**src/rtl/vga_bus_arbiter_if.sv**
```systemverilog
// VGA-side bus arbiter interface.
// Groups the requester handshake (req/fields/ack/rdata) with the VGA ISA-style bus pins.
// The slave modport is the arbiter's view. The master modport is the view of the requesters and the VGA pad model.
interface vga_bus_arbiter_if #(
  parameter int DATA_W = 16
);
  // Requester side
  logic [1:0]        req;
  logic [1:0]        io;
  logic [1:0]        rw;
  logic [1:0]        sa0;
  logic [1:0]        sa12;
  logic [DATA_W-1:0] wdata0;
  logic [DATA_W-1:0] wdata1;
  logic [1:0]        ack;
  logic [DATA_W-1:0] rdata;
  logic              timeout;
  logic              busy;
  // VGA bus side
  logic              BALE;
  logic              IOR;
  logic              IOW;
  logic              MEMR;
  logic              MEMW;
  logic              SA0;
  logic              SA12;
  logic [DATA_W-1:0] DG_OUT;
  logic              DG_OE;
  logic [DATA_W-1:0] DG_IN;
  logic              WAIT;

  modport slave (
    input  req, io, rw, sa0, sa12, wdata0, wdata1, DG_IN, WAIT,
    output ack, rdata, timeout, busy,
    output BALE, IOR, IOW, MEMR, MEMW, SA0, SA12, DG_OUT, DG_OE
  );

  modport master (
    output req, io, rw, sa0, sa12, wdata0, wdata1, DG_IN, WAIT,
    input  ack, rdata, timeout, busy,
    input  BALE, IOR, IOW, MEMR, MEMW, SA0, SA12, DG_OUT, DG_OE
  );
endinterface

```
**src/rtl/vga_bus_arbiter.sv**
```systemverilog
// VGA bus arbiter.
// It round-robins between the Zorro slave decoder (requester 0) and the register-init/blit engine (requester 1).
// It runs one timed ISA-style cycle per grant, with WAIT stretching and a timeout.
// All bus pins come straight from flops, so the pad timing does not depend on the decode logic.
module vga_bus_arbiter #(
  parameter int unsigned T_SETUP      = 2,
  parameter int unsigned T_STROBE     = 3,
  parameter int unsigned T_HOLD       = 1,
  parameter int unsigned T_RECOVER    = 2,
  parameter int unsigned WAIT_TIMEOUT = 255
) (
  input  logic             mclk,
  input  logic             reset,
  vga_bus_arbiter_if.slave bus
);

  localparam int DATA_W = 16;

  // Phase lengths as last-count values for the 3-bit phase counter
  localparam logic [2:0] SETUP_LAST   = 3'(T_SETUP - 1);
  localparam logic [2:0] STROBE_LAST  = 3'(T_STROBE - 1);
  localparam logic [2:0] HOLD_LAST    = 3'(T_HOLD - 1);
  localparam logic [2:0] RECOVER_LAST = 3'(T_RECOVER - 1);
  localparam logic [7:0] WAIT_LIMIT   = 8'(WAIT_TIMEOUT);

  // Strobe vector order {MEMW, MEMR, IOW, IOR}; all active-low
  localparam logic [3:0] STRB_IDLE = 4'b1111;

  typedef enum logic [2:0] {
    ST_IDLE,
    ST_LATCH,
    ST_SETUP,
    ST_STROBE,
    ST_STRETCH,
    ST_HOLD,
    ST_RECOVER
  } state_t;

  // Saturating increments: counters stick at all-ones instead of wrapping
  function automatic logic [2:0] sat_inc3(input logic [2:0] v);
    return (v == 3'h7) ? v : v + 3'd1;
  endfunction

  function automatic logic [7:0] sat_inc8(input logic [7:0] v);
    return (v == 8'hFF) ? v : v + 8'd1;
  endfunction

  // Exactly one strobe low, chosen by space and direction
  function automatic logic [3:0] strobe_sel(input logic io_v, input logic rw_v);
    logic [3:0] s;
    case ({io_v, rw_v})
      2'b11:   s = 4'b1110;  // IOR
      2'b10:   s = 4'b1101;  // IOW
      2'b01:   s = 4'b1011;  // MEMR
      default: s = 4'b0111;  // MEMW
    endcase
    return s;
  endfunction

  // Control and bus-pin state
  state_t            state_q, state_d;
  logic              grant_q, grant_d;
  logic              last_grant_q, last_grant_d;
  logic [2:0]        phase_q, phase_d;
  logic [7:0]        stretch_q, stretch_d;
  logic              pend_q, pend_d;
  logic              bale_q, bale_d;
  logic [3:0]        strb_q, strb_d;
  logic              sa0_q, sa0_d;
  logic              sa12_q, sa12_d;
  logic [DATA_W-1:0] dg_out_q, dg_out_d;
  logic              dg_oe_q, dg_oe_d;
  logic [1:0]        ack_q, ack_d;
  logic              tmo_q, tmo_d;
  logic [DATA_W-1:0] rdata_q, rdata_d;
  logic              busy_q, busy_d;

  // Latched request attributes (no reset needed: written in LATCH before any use)
  logic              io_lat_q, io_lat_d;
  logic              rw_lat_q, rw_lat_d;

  // Strobe-release request shared by the STROBE and STRETCH exits
  logic              to_hold;
  logic              tmo_now;

  // Next-state and next-output decode for the whole bus cycle
  always_comb begin
    state_d      = state_q;
    grant_d      = grant_q;
    last_grant_d = last_grant_q;
    phase_d      = phase_q;
    stretch_d    = stretch_q;
    pend_d       = pend_q;
    bale_d       = bale_q;
    strb_d       = strb_q;
    sa0_d        = sa0_q;
    sa12_d       = sa12_q;
    dg_out_d     = dg_out_q;
    dg_oe_d      = dg_oe_q;
    ack_d        = 2'b00;
    tmo_d        = 1'b0;
    rdata_d      = rdata_q;
    io_lat_d     = io_lat_q;
    rw_lat_d     = rw_lat_q;
    to_hold      = 1'b0;
    tmo_now      = 1'b0;

    case (state_q)
      ST_IDLE: begin
        if (|bus.req) begin
          // On contention the requester that did not win last time goes first
          grant_d = (bus.req == 2'b11) ? ~last_grant_q : bus.req[1];
          state_d = ST_LATCH;
        end
      end

      ST_LATCH: begin
        io_lat_d     = bus.io[grant_q];
        rw_lat_d     = bus.rw[grant_q];
        sa0_d        = bus.sa0[grant_q];
        sa12_d       = bus.sa12[grant_q];
        bale_d       = 1'b0;
        last_grant_d = grant_q;
        if (!bus.rw[grant_q]) begin
          dg_out_d = grant_q ? bus.wdata1 : bus.wdata0;
          dg_oe_d  = 1'b1;
        end
        phase_d = 3'd0;
        state_d = ST_SETUP;
      end

      ST_SETUP: begin
        if (phase_q >= SETUP_LAST) begin
          phase_d = 3'd0;
          strb_d  = strobe_sel(io_lat_q, rw_lat_q);
          state_d = ST_STROBE;
        end else begin
          phase_d = sat_inc3(phase_q);
        end
      end

      ST_STROBE: begin
        if (phase_q >= STROBE_LAST) begin
          // Only memory cycles honour WAIT; IO cycles release on time
          if (!io_lat_q && !bus.WAIT) begin
            stretch_d = 8'd0;
            state_d   = ST_STRETCH;
          end else begin
            to_hold = 1'b1;
          end
        end else begin
          phase_d = sat_inc3(phase_q);
        end
      end

      ST_STRETCH: begin
        if (bus.WAIT) begin
          to_hold = 1'b1;
        end else begin
          stretch_d = sat_inc8(stretch_q);
          if (sat_inc8(stretch_q) >= WAIT_LIMIT) begin
            to_hold = 1'b1;
            tmo_now = 1'b1;
          end
        end
      end

      ST_HOLD: begin
        if (phase_q >= HOLD_LAST) begin
          bale_d   = 1'b1;
          sa0_d    = 1'b1;
          sa12_d   = 1'b1;
          dg_oe_d  = 1'b0;
          dg_out_d = '0;
          ack_d    = grant_q ? 2'b10 : 2'b01;
          tmo_d    = pend_q;
          pend_d   = 1'b0;
          phase_d  = 3'd0;
          state_d  = ST_RECOVER;
        end else begin
          phase_d = sat_inc3(phase_q);
        end
      end

      ST_RECOVER: begin
        if (phase_q >= RECOVER_LAST) begin
          phase_d = 3'd0;
          state_d = ST_IDLE;
        end else begin
          phase_d = sat_inc3(phase_q);
        end
      end

      default: state_d = ST_IDLE;
    endcase

    // Strobe release edge: read data is captured on the same edge the strobe rises
    if (to_hold) begin
      strb_d  = STRB_IDLE;
      phase_d = 3'd0;
      state_d = ST_HOLD;
      if (tmo_now) begin
        pend_d = 1'b1;
      end
      if (rw_lat_q) begin
        rdata_d = (pend_q || tmo_now) ? 16'hFFFF : bus.DG_IN;
      end
    end

    busy_d = (state_d != ST_IDLE);
  end

  // Control and pin flops; async reset drops every strobe at once
  always_ff @(posedge mclk or negedge reset) begin
    if (!reset) begin
      state_q      <= ST_IDLE;
      grant_q      <= 1'b0;
      last_grant_q <= 1'b1;
      phase_q      <= 3'd0;
      stretch_q    <= 8'd0;
      pend_q       <= 1'b0;
      bale_q       <= 1'b1;
      strb_q       <= STRB_IDLE;
      sa0_q        <= 1'b1;
      sa12_q       <= 1'b1;
      dg_out_q     <= '0;
      dg_oe_q      <= 1'b0;
      ack_q        <= 2'b00;
      tmo_q        <= 1'b0;
      rdata_q      <= '0;
      busy_q       <= 1'b0;
    end else begin
      state_q      <= state_d;
      grant_q      <= grant_d;
      last_grant_q <= last_grant_d;
      phase_q      <= phase_d;
      stretch_q    <= stretch_d;
      pend_q       <= pend_d;
      bale_q       <= bale_d;
      strb_q       <= strb_d;
      sa0_q        <= sa0_d;
      sa12_q       <= sa12_d;
      dg_out_q     <= dg_out_d;
      dg_oe_q      <= dg_oe_d;
      ack_q        <= ack_d;
      tmo_q        <= tmo_d;
      rdata_q      <= rdata_d;
      busy_q       <= busy_d;
    end
  end

  // Latched request attributes
  always_ff @(posedge mclk) begin
    io_lat_q <= io_lat_d;
    rw_lat_q <= rw_lat_d;
  end

  assign bus.BALE    = bale_q;
  assign bus.IOR     = strb_q[0];
  assign bus.IOW     = strb_q[1];
  assign bus.MEMR    = strb_q[2];
  assign bus.MEMW    = strb_q[3];
  assign bus.SA0     = sa0_q;
  assign bus.SA12    = sa12_q;
  assign bus.DG_OUT  = dg_out_q;
  assign bus.DG_OE   = dg_oe_q;
  assign bus.ack     = ack_q;
  assign bus.rdata   = rdata_q;
  assign bus.timeout = tmo_q;
  assign bus.busy    = busy_q;

endmodule

```
**src/flat_wrapper.sv**
```systemverilog
// flat-port wrapper written by rule: the top's interface ports become plain ports
module vga_bus_arbiter_flat 
#(
  parameter int unsigned T_SETUP      = 2,
  parameter int unsigned T_STROBE     = 3,
  parameter int unsigned T_HOLD       = 1,
  parameter int unsigned T_RECOVER    = 2,
  parameter int unsigned WAIT_TIMEOUT = 255
)
  (mclk, reset, bus_req, bus_io, bus_rw, bus_sa0, bus_sa12, bus_wdata0, bus_wdata1, bus_DG_IN, bus_WAIT, bus_ack, bus_rdata, bus_timeout, bus_busy, bus_BALE, bus_IOR, bus_IOW, bus_MEMR, bus_MEMW, bus_SA0, bus_SA12, bus_DG_OUT, bus_DG_OE);
  vga_bus_arbiter_if bus_i ();
  input  logic mclk;
  input  logic reset;
  input wire logic [$bits(bus_i.req)-1:0] bus_req;
  input wire logic [$bits(bus_i.io)-1:0] bus_io;
  input wire logic [$bits(bus_i.rw)-1:0] bus_rw;
  input wire logic [$bits(bus_i.sa0)-1:0] bus_sa0;
  input wire logic [$bits(bus_i.sa12)-1:0] bus_sa12;
  input wire logic [$bits(bus_i.wdata0)-1:0] bus_wdata0;
  input wire logic [$bits(bus_i.wdata1)-1:0] bus_wdata1;
  input wire logic [$bits(bus_i.DG_IN)-1:0] bus_DG_IN;
  input wire logic [$bits(bus_i.WAIT)-1:0] bus_WAIT;
  output wire logic [$bits(bus_i.ack)-1:0] bus_ack;
  output wire logic [$bits(bus_i.rdata)-1:0] bus_rdata;
  output wire logic [$bits(bus_i.timeout)-1:0] bus_timeout;
  output wire logic [$bits(bus_i.busy)-1:0] bus_busy;
  output wire logic [$bits(bus_i.BALE)-1:0] bus_BALE;
  output wire logic [$bits(bus_i.IOR)-1:0] bus_IOR;
  output wire logic [$bits(bus_i.IOW)-1:0] bus_IOW;
  output wire logic [$bits(bus_i.MEMR)-1:0] bus_MEMR;
  output wire logic [$bits(bus_i.MEMW)-1:0] bus_MEMW;
  output wire logic [$bits(bus_i.SA0)-1:0] bus_SA0;
  output wire logic [$bits(bus_i.SA12)-1:0] bus_SA12;
  output wire logic [$bits(bus_i.DG_OUT)-1:0] bus_DG_OUT;
  output wire logic [$bits(bus_i.DG_OE)-1:0] bus_DG_OE;
  assign bus_i.req = bus_req;
  assign bus_i.io = bus_io;
  assign bus_i.rw = bus_rw;
  assign bus_i.sa0 = bus_sa0;
  assign bus_i.sa12 = bus_sa12;
  assign bus_i.wdata0 = bus_wdata0;
  assign bus_i.wdata1 = bus_wdata1;
  assign bus_i.DG_IN = bus_DG_IN;
  assign bus_i.WAIT = bus_WAIT;
  assign bus_ack = bus_i.ack;
  assign bus_rdata = bus_i.rdata;
  assign bus_timeout = bus_i.timeout;
  assign bus_busy = bus_i.busy;
  assign bus_BALE = bus_i.BALE;
  assign bus_IOR = bus_i.IOR;
  assign bus_IOW = bus_i.IOW;
  assign bus_MEMR = bus_i.MEMR;
  assign bus_MEMW = bus_i.MEMW;
  assign bus_SA0 = bus_i.SA0;
  assign bus_SA12 = bus_i.SA12;
  assign bus_DG_OUT = bus_i.DG_OUT;
  assign bus_DG_OE = bus_i.DG_OE;
  vga_bus_arbiter #(.T_SETUP(T_SETUP), .T_STROBE(T_STROBE), .T_HOLD(T_HOLD), .T_RECOVER(T_RECOVER), .WAIT_TIMEOUT(WAIT_TIMEOUT)) u_core (.mclk(mclk), .reset(reset), .bus(bus_i));
endmodule
```
**config.mk**
```make
export PLATFORM = sky130hd
export DESIGN_NAME = vga_bus_arbiter_flat
export DESIGN_NICKNAME = d
export VERILOG_FILES = /design/src/rtl/vga_bus_arbiter_if.sv /design/src/rtl/vga_bus_arbiter.sv /design/src/flat_wrapper.sv
export SDC_FILE = /design/constraint.sdc
export NUM_CORES = 1
export LEC_CHECK = 0
export CAP_MARGIN = 10
export CELL_PAD_IN_SITES_DETAIL_PLACEMENT = 0
export CELL_PAD_IN_SITES_GLOBAL_PLACEMENT = 1
export CORE_MARGIN = 2
export CORE_UTILIZATION = 38
export DETAILED_ROUTE_END_ITERATION = 12
export PLACE_DENSITY = 0.95
export REMOVE_ABC_BUFFERS = 1
export SLEW_MARGIN = 20
export SYNTH_ARGS = -nofsm -noshare
export SYNTH_HDL_FRONTEND = slang
export SYNTH_SLANG_ARGS = --single-unit
```
**constraint.sdc**
```tcl
create_clock -name mclk -period 5.5 [get_ports mclk]
set_input_delay 1.1 -clock mclk [delete_from_list [all_inputs] [get_ports mclk]]
set_output_delay 1.1 -clock mclk [all_outputs]
set_load 0.1 [all_outputs]
```
=== After elaboration in Yosys (flattened, before gate mapping) ===
Index checks and enable logic that the tools add are counted.

* Output and inout port bits: 44
* Register bits: 63

* Equality and inequality tests: 18
* Reduce and logical (&&, ||, !) cells: 20
* Bitwise logic cells: 1
* Add/subtract/negate cells: 2
* Mux-type cells: 60
* Order comparisons: 5

{| class="wikitable"
|+ Operators by type and width
! kind !! number
|-
| 16-bit 2-to-1 mux || 4
|-
| 3-bit 2-to-1 mux || 12
|-
| 8-bit 2-to-1 mux || 4
|-
| 16-bit case mux with 2 select lines || 1
|-
| 1-bit 2-to-1 mux || 24
|-
| 3-bit case mux with 7 select lines || 1
|-
| 8-bit case mux with 2 select lines || 1
|-
| 3-bit == test, second input constant || 4
|-
| 4-bit 2-to-1 mux || 3
|-
| 3-bit case mux with 4 select lines || 1
|-
| 4-bit case mux with 3 select lines || 1
|-
| 1-bit case mux with 2 select lines || 5
|-
| 2-bit AND reduction || 5
|-
| 8-bit by 1-bit adder with 8-bit output, second input constant || 1
|-
| 8-bit == test, second input constant || 1
|-
| 8-bit greater-or-equal comparator, second input constant || 1
|-
| 2-bit nonzero test || 4
|-
| 2-bit == test, second input constant || 3
|-
| 3-bit by 2-bit == test with 1-bit output, second input constant || 2
|-
| 3-bit by 1-bit greater-or-equal comparator with 1-bit output, second input constant || 2
|-
| 2-bit 2-to-1 mux || 3
|-
| 2-bit by 1-bit != test with 1-bit output, second input constant || 3
|-
| 5-bit nonzero test || 1
|-
| 2-bit != test, second input constant || 2
|-
| other kinds (15) || 17
|}

=== Depth between registers and ports, before layout ===
* Depth after elaboration: 8
* Mapped depth: 8
* Gate-level depth less buffers: 7

=== Worst setup path after synthesis ===
No wires, ideal clock.

* Path kind: input to register
* Start point: in bus_WAIT
* End point: reg u_core.rdata_q[10] (netlist: u_core.bus.rdata[10])
* Buffers on the path: 1
* Arrival time: 2.215 ns
* Data required time: 5.374 ns
* Stages: 6
* Slack: 3.159 ns
* Library setup time: 0.126 ns
* Cell sequence: nor2_1 > nor4_1 > a31oi_1 > o32ai_4 > buf_6 > mux2_4

* Longest elaborated chain between the ends: 6
* Elaborated cells on any way between the ends: 11

{| class="wikitable"
|+ RTL lines
! element !! RTL line !! text
|-
| from (decl) || flat_wrapper.sv:22 || <nowiki>input wire logic [$bits(bus_i.WAIT)-1:0] bus_WAIT;</nowiki>
|-
| 1-bit zero test || vga_bus_arbiter.sv:145 || <nowiki>if (!io_lat_q && !bus.WAIT) begin</nowiki>
|-
| 1-bit logical AND || vga_bus_arbiter.sv:145 ||
|-
| 1-bit 2-to-1 mux || vga_bus_arbiter.sv:145 ||
|-
| 1-bit 2-to-1 mux || vga_bus_arbiter.sv:143 || <nowiki>if (phase_q >= STROBE_LAST) begin</nowiki>
|-
| 1-bit case mux with 2 select lines || vga_bus_arbiter.sv:108 || <nowiki>case (state_q)</nowiki>
|-
| 2-bit AND reduction (no source line) || n/a ||
|-
| to (signal assigned) || vga_bus_arbiter.sv:247 || <nowiki>rdata_q <= rdata_d;</nowiki>
|-
| to (decl) || vga_bus_arbiter.sv:75 || <nowiki>logic [DATA_W-1:0] rdata_q, rdata_d;</nowiki>
|}

Several ways; a longest one is shown, not always the timed one.
A chain may end at the register's enable or synchronous reset.

=== Worst setup path after layout ===
* Start point: reg u_core.bale_q (netlist: u_core.bus.BALE)
* End point: out bus_BALE

{| class="wikitable"
|+ RTL lines
! element !! RTL line !! text
|-
| from (decl) || vga_bus_arbiter.sv:67 || <nowiki>logic bale_q, bale_d;</nowiki>
|-
| from (signal assigned) || vga_bus_arbiter.sv:239 || <nowiki>bale_q <= bale_d;</nowiki>
|-
| to (decl) || flat_wrapper.sv:27 || <nowiki>output wire logic [$bits(bus_i.BALE)-1:0] bus_BALE;</nowiki>
|}

No word-level cell between the ends.

==> reports/qor.yml <==
run_status:
  status: "finished, final reports clean"
logic_synthesis:
  synth_commonest_cells: "53 x dfrtp_1, 39 x nor2_1, 37 x o21ai_0"
  synth_cell_types: 49
  netlist_top_cells_area: "dfrtp_1 40%, dfstp_2 6.4%, mux2i_1 5.8%, o21ai_0 5.6%, mux2_4 4.6%"
  synthMostInstantiatedCell: "dfrtp_1"
  ys_warn_count: 0
  synth_edf_count: 2
  syn-cell-area_um2: 3290
  synth_area_per_cell_um2: 10.1
  synth_top_area_share_pct: 40.3
  synthFlopType: "dfrtp_1"
  synthArstFlopShare_pct: 96.8
  syn_inst: 325
  synth_largest_area_cell: "dfrtp_1"
  ys_seq_area_share_pct: 48.6
  ys_ff_latch: 63
placement:
  hpwlAfterDp_um: 5540
  post-place-ws_ns: 2.23
  placed_area_um2: 4370
  io_buffers: 104
  place_congestion: 0.831
critical_path:
  setup.worst_path.start_class: "flop"
  cp_cell_sequence: "clkdlybuf4s50_1"
  worstPathMaxFanout: 2
  crit_required_ns: 4.40
  slowest_delay_ns: 1.15
  worst-path-buf-inv: 1
  crit_family: "buffers and inverters"
  critPathSlowestCell: "clkdlybuf4s50_1"
  end_kind: "output pin"
  critPathArrivalTime_ns: 2.02
  reg2reg_slack_ns: 2.70
  crit_type: "flop to output pin"
sta:
  fmax_mhz: 321
  finalHoldViolCount: 0
  setup_viol: 0
  fin_tns_setup_ns: 0
  min_period_over_period_pct: 56.7
  setup_ws_ns: 2.38
  maxSlewViolCount: 0
  rsz0062_at_grt: "no"
  fin_skew_ns: 0.0110
  min_period_ns: 3.12
  relSlewSlack_pct: 33.3
  worst_slew_pin_slew_ns: 0.998
floorplanning:
  die_x_um: 97.0
  num_io_pins: 105
  die_area_um2: 9410
  rows: 33
  core-area_um2: 8300
  initial_utilization_pct: 39.6
  die-height_um: 97.0
cells_and_area:
  fin_util_pct: 55.3
  diodes: 0
  num-nets-final: 484
  stdcell_area_um2: 4590
  area_growth_pct: 39.6
  drive_gt1_share_pct: 12.7
drt:
  via_per_inst: 5.22
  drc: 0
  finalWirelength_um: 7880
  drt_iter0_drc: 110
  antenna_left: 0
  wl_per_cell_um: 14.9
  first_pass_iters: 4
  vias: 2763
power_and_ir_drop:
  vdd_drop_max_mv: 0.331
  powerDensity_nw_per_um2: 689
  leakage_uw: 0.00189
global_routing:
  gr-max-usage-layer: "met2"
  grt_pass1_wl_um: 13200
  antenna_found_initial: 0
  met2_usage_pct: 26.3
  grt_use_total_pct: 16.9
  use_met3_pct: 4.70
  grt.overflow.total: 0
  grt_util_met1_pct: 22.8
  grt_max_degree: 62
  grt_pass1_vias: 2669
clock_network:
  cts_buffer_depth: 2
  ctsHoldBuffers: 0
  cts_tree: "yes"
  cts_resized: 0
  root_buffer: "clkbuf_8"
  clkTransAtPathRegs_ns: 0.07
  numCtsBuffers: 9
  cts-htree-levels: 3
  post_cts_buffers: 0
  clock-sinks: 63
  worstSkewPairLatency_ns: 0.34
hold_path:
  worstHoldPathType: "flop to flop"
flow_run:
  maxCapViolations: 0
[flip-flops by register name, indices dropped and copies added, names as in the netlist]
| name | cells |
|---|---|
| u_core.io_lat_q | 1 |
| u_core.phase_q | 3 |
| u_core.stretch_q | 8 |
| u_core.bus.BALE | 1 |
| u_core.last_grant_q | 1 |
| u_core.bus.busy | 1 |
| u_core.strb_q | 4 |
| u_core.bus.SA0 | 1 |
| u_core.bus.SA12 | 1 |
| u_core.bus.rdata | 16 |
| u_core.rw_lat_q | 1 |
| u_core.bus.ack | 2 |
| u_core.grant_q | 1 |
| u_core.pend_q | 1 |
| u_core.bus.DG_OUT | 16 |
| u_core.bus.timeout | 1 |
| u_core.state_q | 3 |
| u_core.bus.DG_OE | 1 |
[kinds of logic after synthesis]
| family | count (synthesis) | share of synthesized area, % |
|---|---|---|
| simple gates | 108 | 16.5 |
| compound gates | 81 | 15.6 |
| flops | 63 | 48.6 |
| mux | 39 | 13.8 |
| buf+inv | 29 | 3.73 |
| fa+ha+maj | 4 | 1.52 |
| xor+xnor | 1 | 0.266 |
[cell type report]
class	instances	area, µm²
inverters	6	22.5
multi-input cells	233	1570
well taps	105	131
fillers	768	3710
repair buffers	106	1050
clock buffers	9	124
clock inverters	7	97.6
flip-flops and latches	63	1600
[metrics by stage]
stage | instances | power, µW | hold WS, ns
floorplan | 302 | 2270 | 0.545
global placement | 513 | 2700 | 0.449
detailed placement | 513 | 2740 | 0.454
CTS | 529 | 3190 | 0.463
global route | 529 | 3320 | 0.498
finish | 529 | 3170 | 0.463
[layer usage]
| layer | part of all wire (%) | wire (µm) |
|---|---|---|
| met2 | 47 | 3690 |
| met3 | 6.6 | 522 |
| met1 | 45 | 3590 |
| met4 | 1.1 | 85 |
| met5 | 0 | 0 |
[cell usage in the layout (no fill, tap or decap), types with 10 or more instances in the layout]
| cell type | instances |
|---|---|
| o21ai_0 | 37 |
| clkdlybuf4s50_1 | 103 |
| mux2_2 | 10 |
| a21oi_1 | 18 |
| nand2_1 | 16 |
| nand3_1 | 17 |
| dfrtp_1 | 53 |
| mux2i_1 | 19 |
| mux2_4 | 10 |
| nor2_1 | 39 |
[worst paths after layout]
kind	start	endpoint	cells past startpoint
max	u_core.bus.BALE$_DFFE_PN1P_	bus_BALE	1
min	u_core.bus.BALE$_DFFE_PN1P_	u_core.bus.BALE$_DFFE_PN1P_	2
max reg2reg	u_core.stretch_q[0]$_DFFE_PN0P_	u_core.bus.rdata[14]$_DFFE_PN0P_	6
min reg2reg	u_core.bus.BALE$_DFFE_PN1P_	u_core.bus.BALE$_DFFE_PN1P_	2
max in group asynchronous	reset	u_core.bus.DG_OUT[6]$_DFFE_PN0P_	2
min in group asynchronous	reset	u_core.stretch_q[0]$_DFFE_PN0P_	2
[report_power, final]
| part | switching (µW) | internal (µW) |
|---|---|---|
| clock | 186 | 256 |
| sequential | 172 | 665 |
| combinational | 1350 | 539 |
(Power assumes the default switching activity.)
